--- config.mk ---
export PLATFORM = sky130hd
export DESIGN_NAME = univ_shift_reg
export DESIGN_NICKNAME = d
export VERILOG_FILES = /design/src/rtl/usr_pkg.sv /design/src/rtl/usr_sat_counter.sv /design/src/rtl/univ_shift_reg.sv
export SDC_FILE = /design/constraint.sdc
export NUM_CORES = 1
export LEC_CHECK = 0
export CORE_UTILIZATION = 42
export CTS_CLUSTER_SIZE = 12
export DETAILED_ROUTE_END_ITERATION = 10
export PLACE_DENSITY = 0.89
export SYNTH_ARGS = -nofsm -noshare
export SYNTH_HDL_FRONTEND = slang
export SYNTH_SLANG_ARGS = --single-unit
--- constraint.sdc ---
create_clock -name clk -period 1.5 [get_ports clk]
set_input_delay 0.3 -clock clk [delete_from_list [all_inputs] [get_ports clk]]
set_output_delay 0.3 -clock clk [all_outputs]
set_load 0.02 [all_outputs]
--- src/rtl/usr_pkg.sv ---
// Shared definitions for the universal shift register: operation codes used by RTL and bench.
package usr_pkg;

    typedef enum logic [2:0] {
        MODE_HOLD  = 3'b000,
        MODE_LOAD  = 3'b001,
        MODE_SHL   = 3'b010,
        MODE_SHR   = 3'b011,
        MODE_ROL   = 3'b100,
        MODE_ROR   = 3'b101,
        MODE_ASR   = 3'b110,
        MODE_CLEAR = 3'b111
    } usr_mode_t;

endpackage

--- src/rtl/usr_sat_counter.sv ---
// Saturating up-counter with synchronous active-low reset, clear and increment.
// at_max flags that the count has reached MAX; further increments are ignored.
module usr_sat_counter #(
    parameter int MAX = 8,
    parameter int CW  = $clog2(MAX+1)
) (
    input  logic          clk,
    input  logic          clr_n,
    input  logic          en,
    input  logic          clear,
    input  logic          inc,
    output logic [CW-1:0] cnt,
    output logic          at_max
);

    logic [CW-1:0] r_cnt;
    logic          w_at_max;

    assign w_at_max = (r_cnt == CW'(MAX));

    always_ff @(posedge clk) begin
        if (!clr_n) begin
            r_cnt <= '0;
        end else if (en) begin
            if (clear) begin
                r_cnt <= '0;
            end else if (inc && !w_at_max) begin
                r_cnt <= r_cnt + CW'(1);
            end
        end
    end

    assign cnt    = r_cnt;
    assign at_max = w_at_max;

endmodule

--- src/rtl/univ_shift_reg.sv ---
// Universal shift register: hold/load/shift/rotate/arith-shift/clear with a saturating shift counter.
// Optional macro USR_PARITY_EN adds the parity output (XOR of q).
module univ_shift_reg
    import usr_pkg::*;
#(
    parameter int WIDTH = 8,
    parameter int CW    = $clog2(WIDTH+1)
) (
    input  logic             clk,
    input  logic             clr_n,
    input  logic             en,
    input  logic [2:0]       mode,
    input  logic [WIDTH-1:0] d,
    input  logic             sin_l,
    input  logic             sin_r,
    output logic [WIDTH-1:0] q,
    output logic             sout_l,
    output logic             sout_r,
    output logic [CW-1:0]    cnt,
    output logic             done
`ifdef USR_PARITY_EN
    ,
    output logic             parity
`endif
);

    logic [WIDTH-1:0] r_q;
    logic [WIDTH-1:0] w_q_next;
    logic             w_clear;
    logic             w_inc;

    always_comb begin
        w_q_next = r_q;
        w_clear  = 1'b0;
        w_inc    = 1'b0;
        case (usr_mode_t'(mode))
            MODE_HOLD:  w_q_next = r_q;
            MODE_LOAD: begin
                w_q_next = d;
                w_clear  = 1'b1;
            end
            MODE_SHL: begin
                w_q_next = {r_q[WIDTH-2:0], sin_r};
                w_inc    = 1'b1;
            end
            MODE_SHR: begin
                w_q_next = {sin_l, r_q[WIDTH-1:1]};
                w_inc    = 1'b1;
            end
            MODE_ROL: begin
                w_q_next = {r_q[WIDTH-2:0], r_q[WIDTH-1]};
                w_inc    = 1'b1;
            end
            MODE_ROR: begin
                w_q_next = {r_q[0], r_q[WIDTH-1:1]};
                w_inc    = 1'b1;
            end
            MODE_ASR: begin
                w_q_next = {r_q[WIDTH-1], r_q[WIDTH-1:1]};
                w_inc    = 1'b1;
            end
            MODE_CLEAR: begin
                w_q_next = '0;
                w_clear  = 1'b1;
            end
            default:    w_q_next = r_q;
        endcase
    end

    always_ff @(posedge clk) begin
        if (!clr_n) begin
            r_q <= '0;
        end else if (en) begin
            r_q <= w_q_next;
        end
    end

    // Counter shares clr_n/en priority with the data register so both always move together.
    usr_sat_counter #(
        .MAX (WIDTH),
        .CW  (CW)
    ) u_cnt (
        .clk    (clk),
        .clr_n  (clr_n),
        .en     (en),
        .clear  (w_clear),
        .inc    (w_inc),
        .cnt    (cnt),
        .at_max (done)
    );

    assign q      = r_q;
    assign sout_l = r_q[WIDTH-1];
    assign sout_r = r_q[0];

`ifdef USR_PARITY_EN
    assign parity = ^r_q;
`endif

endmodule

==> summary.md, run 1 <==
| Metric | Value |
|---|---|
| Top-count cell post-synth | `dfxtp_1` |
| # diodes | `0` |
| TNS Setup | `0 ps` |
| Post-synth EDFFs | `0` |
| # Max-Cap Violations | `0` |
| Setup crit start kind | `input pin` |
| PwrDens | `between 600 and 700 mW/mm^2` |
| First-pass DRT Iterations | `7` |
| HPWL after detailed placement | `~1800 um` |
| Initial detailed-routing violation count | `16` |
| Power Internal | `~0.56 mW` |
| Placer congestion estimate | `around 0.8` |
| Mapped Avg Cell Area | `around 9 sq um` |
| Fin cells | `approximately 160` |
| Slowest-stage cell, CP | `clkdlybuf4s50_1` |
| Fin crit period | `roughly 1500 ps` |
| Die Ht | `between 40 and 50 um` |
| Initial antenna violation count | `0` |
| CTS Root Cell | `clkbuf_4` |
| Cells along the critical path | `clkdlybuf4s50_1 -> or2_4 -> and3_1 -> xnor2_1 -> nor2_1` |
| Congestion Overflow GR | `0` |
| Ys flop type | `dfxtp_1` |
| Synth top area cells | `dfxtp_1 (32%), o2bb2ai_1 (8.0%), mux2_2 (7.4%)` |
| Sequential area share after synthesis | `31.5%` |
| Overall routing resource usage | `between 20% and 30%` |
| Sw Share | `between 30% and 40%` |
| Maximum VDD drop | `392 uV` |
| Final setup viols | `0` |
| Slew HR | `about four fifths` |
| CP Max Fanout | `4` |
| Post-synthesis net count | `approximately 100` |
| Core area | `0.00171 sq mm` |
| Clk pwr share | `between 20% and 30%` |
| Die area | `slightly below 0.002 sq mm` |
| Fmax | `slightly below 700 MHz` |
| Hold Crit Class | `reg2reg` |
| WP data arrival | `~1600 ps` |
| WL final | `between 2000 and 2500 um` |
| Reg2Reg Setup Slack | `approximately 100 ps` |
| Fin crit share | `~97%` |
| Combinational share of power | `a little under a third` |
| Final Skew | `about 3.4 ps` |
| First-pass GRT wire length | `roughly 3600 um` |
| Post-synth top cells | `dfxtp_1 (12), o21ai_0 (10), o2bb2ai_1 (7)` |
| Total power | `slightly above 0.8 mW` |
| Vias in the first global route | `829` |
| Status | `finished with violations` |
| Clk pin slew, worst setup/hold paths | `70 ps` |
| I/O pin cnt | `31` |
| Unrepaired setup endpoints after global routing | `yes` |
| Synth Instances | `86` |
| CP max stage delay | `approximately 500 ps` |
| Port bufs | `30` |
| WS Path Type | `in2reg` |
| Row count | `15` |
| Die width | `about 45 um` |
| Seq pwr share | `approximately 43%` |
| Buffers & Inverters on Critical Path | `1` |
| Crit end category | `flip-flop` |
| Hold Vio Cnt, Final | `0` |
| WL/cell | `15.1 um` |
| Psw | `0.251 mW` |
| Fin. max-slew vios | `0` |
| # DRC | `1` |
| Seq cells post-synth | `12` |
| Skew-Pair Late Insertion Delay | `between 200 and 300 ps` |
| Initial core utilization | `~45%` |
| Worst EP required | `1660 ps` |
| Vias | `865` |
| Layout area overhead | `62.9%` |
| CTS Sinks | `12` |
| Nets | `between 150 and 200` |
| Layout cell share with drive strength beyond 1 | `about 30%` |
| Ys async rst share | `0%` |
| Num CTS Buffers | `3` |
| Final hold slack | `approximately 500 ps` |
| Crit-path leading delay family | `simple AND/OR/NAND/NOR gates` |
| Syn Std Cell Area | `about 760 sq um` |
| Post-DP Area | `roughly 0.0012 sq mm` |
| Leakage power | `approximately 0.56 nW` |
| Failing checks | `design-rule violations` |
| Top cell type's share of synthesized area | `31.5%` |
| CTS tree | `built` |
| H-tree levels | `1` |
| DR vias/cell | `approximately 5.5` |
| CTS Buffer Depth | `2` |
| Ys Warns | `0` |
| Worst Tran Pin Value | `between 200 and 300 ps` |
| Post-route cell area | `0.00124 sq mm` |
| Final antenna-violating net count | `0` |
| Cell variety after synth | `28` |
| Placed cells | `roughly 150` |
| Fill cell count | `between 100 and 150` |
| Pin count of the biggest net entering global routing | `11` |
| Synth area leader | `dfxtp_1` |
==> routing by layer <==
metal,GRT usage [%],part of all wire (%)
met5,0,0
met4,13.9,2.6
met3,4.49,4.3
met2,40.6,52
met1,31.3,41
==> worst paths after layout <==
kind / endpoint / from / cells past startpoint
min: q[1] / q[1] / 1
max: u_cnt.cnt[0] / mode[1] / 5
min reg2reg: q[1] / q[1] / 1
max reg2reg: u_cnt.cnt[1] / u_cnt.cnt[0] / 7
==> cell type report <==
cell class,instances,area (sq um),area share (%)
Multi-Input combinational cell,62,499,40.2
Timing Repair Buffer,48,423,34.1
Sequential cell,12,243,19.6
Tap cell,25,31.3,2.52
Clock buffer,3,22.5,1.81
Inverter,6,22.5,1.81
==> cell usage in the layout, fill, tap and decap left out, types with 2 or more instances in the layout <==
cell type and count:
o21ai_0 10, xor2_1 3, nand2_1 3, dlygate4sd2_1 14
nor2_1 6, buf_6 2, nand4_1 2, dfxtp_1 10
a221oi_1 3, clkdlybuf4s50_1 15, buf_4 17, dfxtp_2 2
inv_1 6, o2bb2ai_1 7, o21ai_1 2, a221oi_2 4
ha_1 2, and2_1 2, mux2_2 5, clkbuf_4 3
==> worst register-to-register path: stages (launching register included) <==
cell	delay [ps]
dfxtp_2	330
inv_1	40
ha_1	190
nand3b_1	110
buf_4	130
and3_1	220
mux2i_1	220
nor2_1	60
==> state kept, by name (all words and copies together), names as in the netlist <==
register / flops
q: 8
u_cnt.cnt: 4
==> power groups by stage <==
stage                     registers (mW)  logic (mW)  clock network, mW
final                              0.352       0.258              0.202
after global routing               0.354       0.278              0.222
after CTS                          0.350       0.244              0.205
after detailed placement           0.358       0.254                  0
after global placement             0.357       0.244                  0
after floorplan                    0.378       0.102                  0
==> stage by stage <==
stage,setup WS [ps],utilization (%)
global route,-17.3,72.7
floorplan,103,-
detailed placement,-296,69.5
CTS,14.0,69.9
finish,40.9,72.7
global placement,-241,69.5
==> kinds of logic after synthesis <==
family	Yosys count	synth area share, %
buf+inv	12	8.37
simple gates	18	12.0
fa+ha+maj	2	3.28
flops	12	31.5
xor+xnor	5	5.75
compound gates	31	30.4
mux	6	8.70
==> timing repair <==
action                                  CTS  global route
endpoints found under the hold margin     0             0
hold buffers                              0             0
endpoints found under the setup margin   16             9
buffers inserted                          0             0
resized for setup                        19            11
pin swaps                                 0             1
Power figures use the tool's default switching activity.
==> run 2: changes to the inputs <==
--- a/config.mk
+++ b/config.mk
@@ -5,6 +5,8 @@
 export SDC_FILE = /design/constraint.sdc
 export NUM_CORES = 1
 export LEC_CHECK = 0
+export CAP_MARGIN = 20
+export CORE_MARGIN = 2
 export CORE_UTILIZATION = 42
 export CTS_CLUSTER_SIZE = 12
 export DETAILED_ROUTE_END_ITERATION = 10
==> run 2 against run 1 <==
The flow now finishes without violations. Sequential share of layout area rose by 0.079 points. Cell area fell by 0.40%. Register-to-register slack improved by 40 ps. Clock power rose by 29%. Die area rose by 9.2%. Wire length fell by 7.9%. Via count fell by 5.4%. Non-clock buffer count fell by 4. Setup slack got worse by 21 ps. Flip-flop and latch count did not move.
==> summary.md, run 2 (synthesis gave the netlist of run 1 again) <==
| Metric | Value |
|---|---|
| Placer congestion estimate | `0.800 (was 0.814)` |
| CTS Buffer Depth | `2 (unchanged)` |
| # DRC | `0 (was 1)` |
| WS Path Type | `reg2out (was in2reg)` |
| CTS Hold Bufs | `0 (unchanged)` |
| Commonest non-fill, non-tap cells in the layout | `dlygate4sd2_1 (14), clkdlybuf4s50_1 (13), buf_4 (12), o21ai_0 (10), dfxtp_1 (10) (was buf_4 (17), clkdlybuf4s50_1 (15), dlygate4sd2_1 (14), o21ai_0 (10), dfxtp_1 (10))` |
| Status | `completed (was finished with violations)` |
| Die area | `0.00217 sq mm (was 0.00199 sq mm)` |
| Fin crit period | `1480 ps (was 1460 ps)` |
| Initial core utilization | `44.6% (unchanged)` |
| # Max-Cap Violations | `0 (unchanged)` |
| PwrDens | `699 mW/mm^2 (was 654 mW/mm^2)` |
| Crit end category | `output port (was flip-flop)` |
| Crit-path leading delay family | `flip-flops (was simple AND/OR/NAND/NOR gates)` |
| Layout area overhead | `62.2% (was 62.9%)` |
| Final antenna-violating net count | `0 (unchanged)` |
| First-pass GRT wire length | `3380 um (was 3620 um)` |
| Die width | `46.6 um (was 44.6 um)` |
| Nets | `147 (was 151)` |
| Total power | `0.864 mW (was 0.812 mW)` |
| CTS tree | `built (unchanged)` |
| Buffers & Inverters on Critical Path | `3 (was 1)` |
| Utilization after layout | `72.4% (was 72.7%)` |
| CTS Root Cell | `clkbuf_4 (unchanged)` |
| Initial antenna violation count | `0 (unchanged)` |
| Setup crit start kind | `flip-flop (was input pin)` |
| Slew HR | `79.1% (was 81.4%)` |
| First-pass DRT Iterations | `4 (was 7)` |
| Vias in the first global route | `766 (was 829)` |
| Post-DP Area | `0.00117 sq mm (was 0.00119 sq mm)` |
| R2r worst-path depth | `7 (unchanged)` |
| RR Startpoint | `u_cnt.cnt[0] (unchanged)` |
| Reg2Reg Setup Slack | `140 ps (was 100 ps)` |
| Hold Vio Cnt, Final | `0 (unchanged)` |
| Worst Hold Path EP | `q[1] (unchanged)` |
| Cells along the critical path | `inv_1 -> ha_1 -> nand3b_1 -> inv_1 -> buf_2 (was clkdlybuf4s50_1 -> or2_4 -> and3_1 -> xnor2_1 -> nor2_1)` |
| Fin. max-slew vios | `0 (unchanged)` |
| DP Worst Slack | `-289 ps (was -296 ps)` |
| Final Skew | `1.42 ps (was 3.37 ps)` |
| Reg2Reg Capture Point | `u_cnt.cnt[1] (unchanged)` |
| Skew-Pair Late Insertion Delay | `270 ps (was 280 ps)` |
| Leakage power | `0.566 nW (was 0.558 nW)` |
| Core area | `0.00171 sq mm (unchanged)` |
| H-tree levels | `1 (unchanged)` |
| Congestion Overflow GR | `0 (unchanged)` |
| Fmax | `675 MHz (was 685 MHz)` |
| Vias | `818 (was 865)` |
| Overall routing resource usage | `22.0% (was 25.1%)` |
| Die Ht | `46.6 um (was 44.6 um)` |
| Post-route cell area | `0.00124 sq mm (about the same)` |
| Slowest-stage cell, CP | `dfxtp_2 (was clkdlybuf4s50_1)` |
| Maximum VDD drop | `600 uV (was 392 uV)` |
| Depth of the worst hold-timing path | `1 (unchanged)` |
| WP data arrival | `1180 ps (was 1620 ps)` |
| I/O pin cnt | `31 (unchanged)` |
| Row count | `15 (unchanged)` |
| Pin count of the biggest net entering global routing | `10 (was 11)` |
| Final hold slack | `498 ps (about the same)` |
| Placed cells | `149 (was 153)` |
| Most common cell after layout, fill and taps aside | `dlygate4sd2_1 (was buf_4)` |
| WL final | `2170 um (was 2360 um)` |
| WL/cell | `14.2 um (was 15.1 um)` |
| HPWL after detailed placement | `1540 um (was 1770 um)` |
| Fin cells | `153 (was 156)` |
| Clk pin slew, worst setup/hold paths | `80 ps (was 70 ps)` |
| Fin crit share | `98.7% (was 97.3%)` |
| Port bufs | `30 (unchanged)` |
| Hold Crit Class | `reg2reg (unchanged)` |
| Num CTS Buffers | `3 (unchanged)` |
| Final setup viols | `0 (unchanged)` |
| CP max stage delay | `330 ps (was 510 ps)` |
| Layout cell share with drive strength beyond 1 | `28.1% (was 29.8%)` |
| CP most frequent cell | `inv_1` |
| DR vias/cell | `5.35 (was 5.54)` |
| TNS Setup | `0 ps (unchanged)` |
| Max reg flops | `8 (unchanged)` |
| Hold Startpoint | `q[1] (unchanged)` |
| # diodes | `0 (unchanged)` |
| CTS Sinks | `12 (unchanged)` |
| Worst Tran Pin Value | `310 ps (was 278 ps)` |
| CP Max Fanout | `2 (was 4)` |
| Setup ws final | `19.6 ps (was 40.9 ps)` |
| Initial detailed-routing violation count | `20 (was 16)` |
| Worst EP required | `1200 ps (was 1660 ps)` |
run 2: how the worst max path moves through the flow:
stage,startpoint,to,cells after the start
6_report,u_cnt.cnt[0],done,5
2_1_floorplan,u_cnt.cnt[0],u_cnt.cnt[1],6
3_3_place_gp,mode[0],q[1],5
3_5_place_dp,mode[0],q[4],5
5_1_grt,u_cnt.cnt[0],done,5
4_1_cts,mode[0],q[4],5
run 2: final cells by class:
cell class	instances	area, sq um
sequential	12	243
multi-input combinational	62	499
fill	121	472
tap	25	31.3
timing repair buffer	44	404
inverter	6	22.5
clock buffer	4	36.3
run 2: per-layer routing:
| metal | vias up | GRT usage (%) | part of all wire [%] |
|---|---|---|---|
| met3 | 4 | 4.71 | 4.6 |
| met4 | 0 | 8.00 | 1.4 |
| li1 | 405 | - | - |
| met5 | - | 0 | 0 |
| met2 | 25 | 38.9 | 51 |
| met1 | 384 | 25.6 | 43 |
run 2: worst register-to-register path, delay by kind of cell (launching register included):
family | cells | cell delay (ps)
buf+inv | 2 | 170
fa+ha+maj | 1 | 200
simple gates | 3 | 370
flops | 1 | 330
mux | 1 | 190
run 2: what timing repair did:
item | in CTS | in global routing
endpoints found under the setup margin | 15 | 9
cloned | 0 | 0
buffers inserted | 0 | 0
resized for setup | 18 | 12
run 2: power breakdown:
part / total (mW) / switching (mW) / internal [mW] / leakage, nW
clock network: 0.260 / 0.112 / 0.148 / 0.0210
logic: 0.252 / 0.122 / 0.130 / 0.446
registers: 0.353 / 0.0174 / 0.336 / 0.0986
total: 0.864 / 0.251 / 0.613 / 0.566
==> run 3: changes to the inputs <==
--- a/config.mk
+++ b/config.mk
@@ -5,7 +5,6 @@
 export SDC_FILE = /design/constraint.sdc
 export NUM_CORES = 1
 export LEC_CHECK = 0
-export CAP_MARGIN = 20
 export CORE_MARGIN = 2
 export CORE_UTILIZATION = 42
 export CTS_CLUSTER_SIZE = 12
==> results of run 3 <==
Final layout, timing and power as in run 2 (identical DEF).
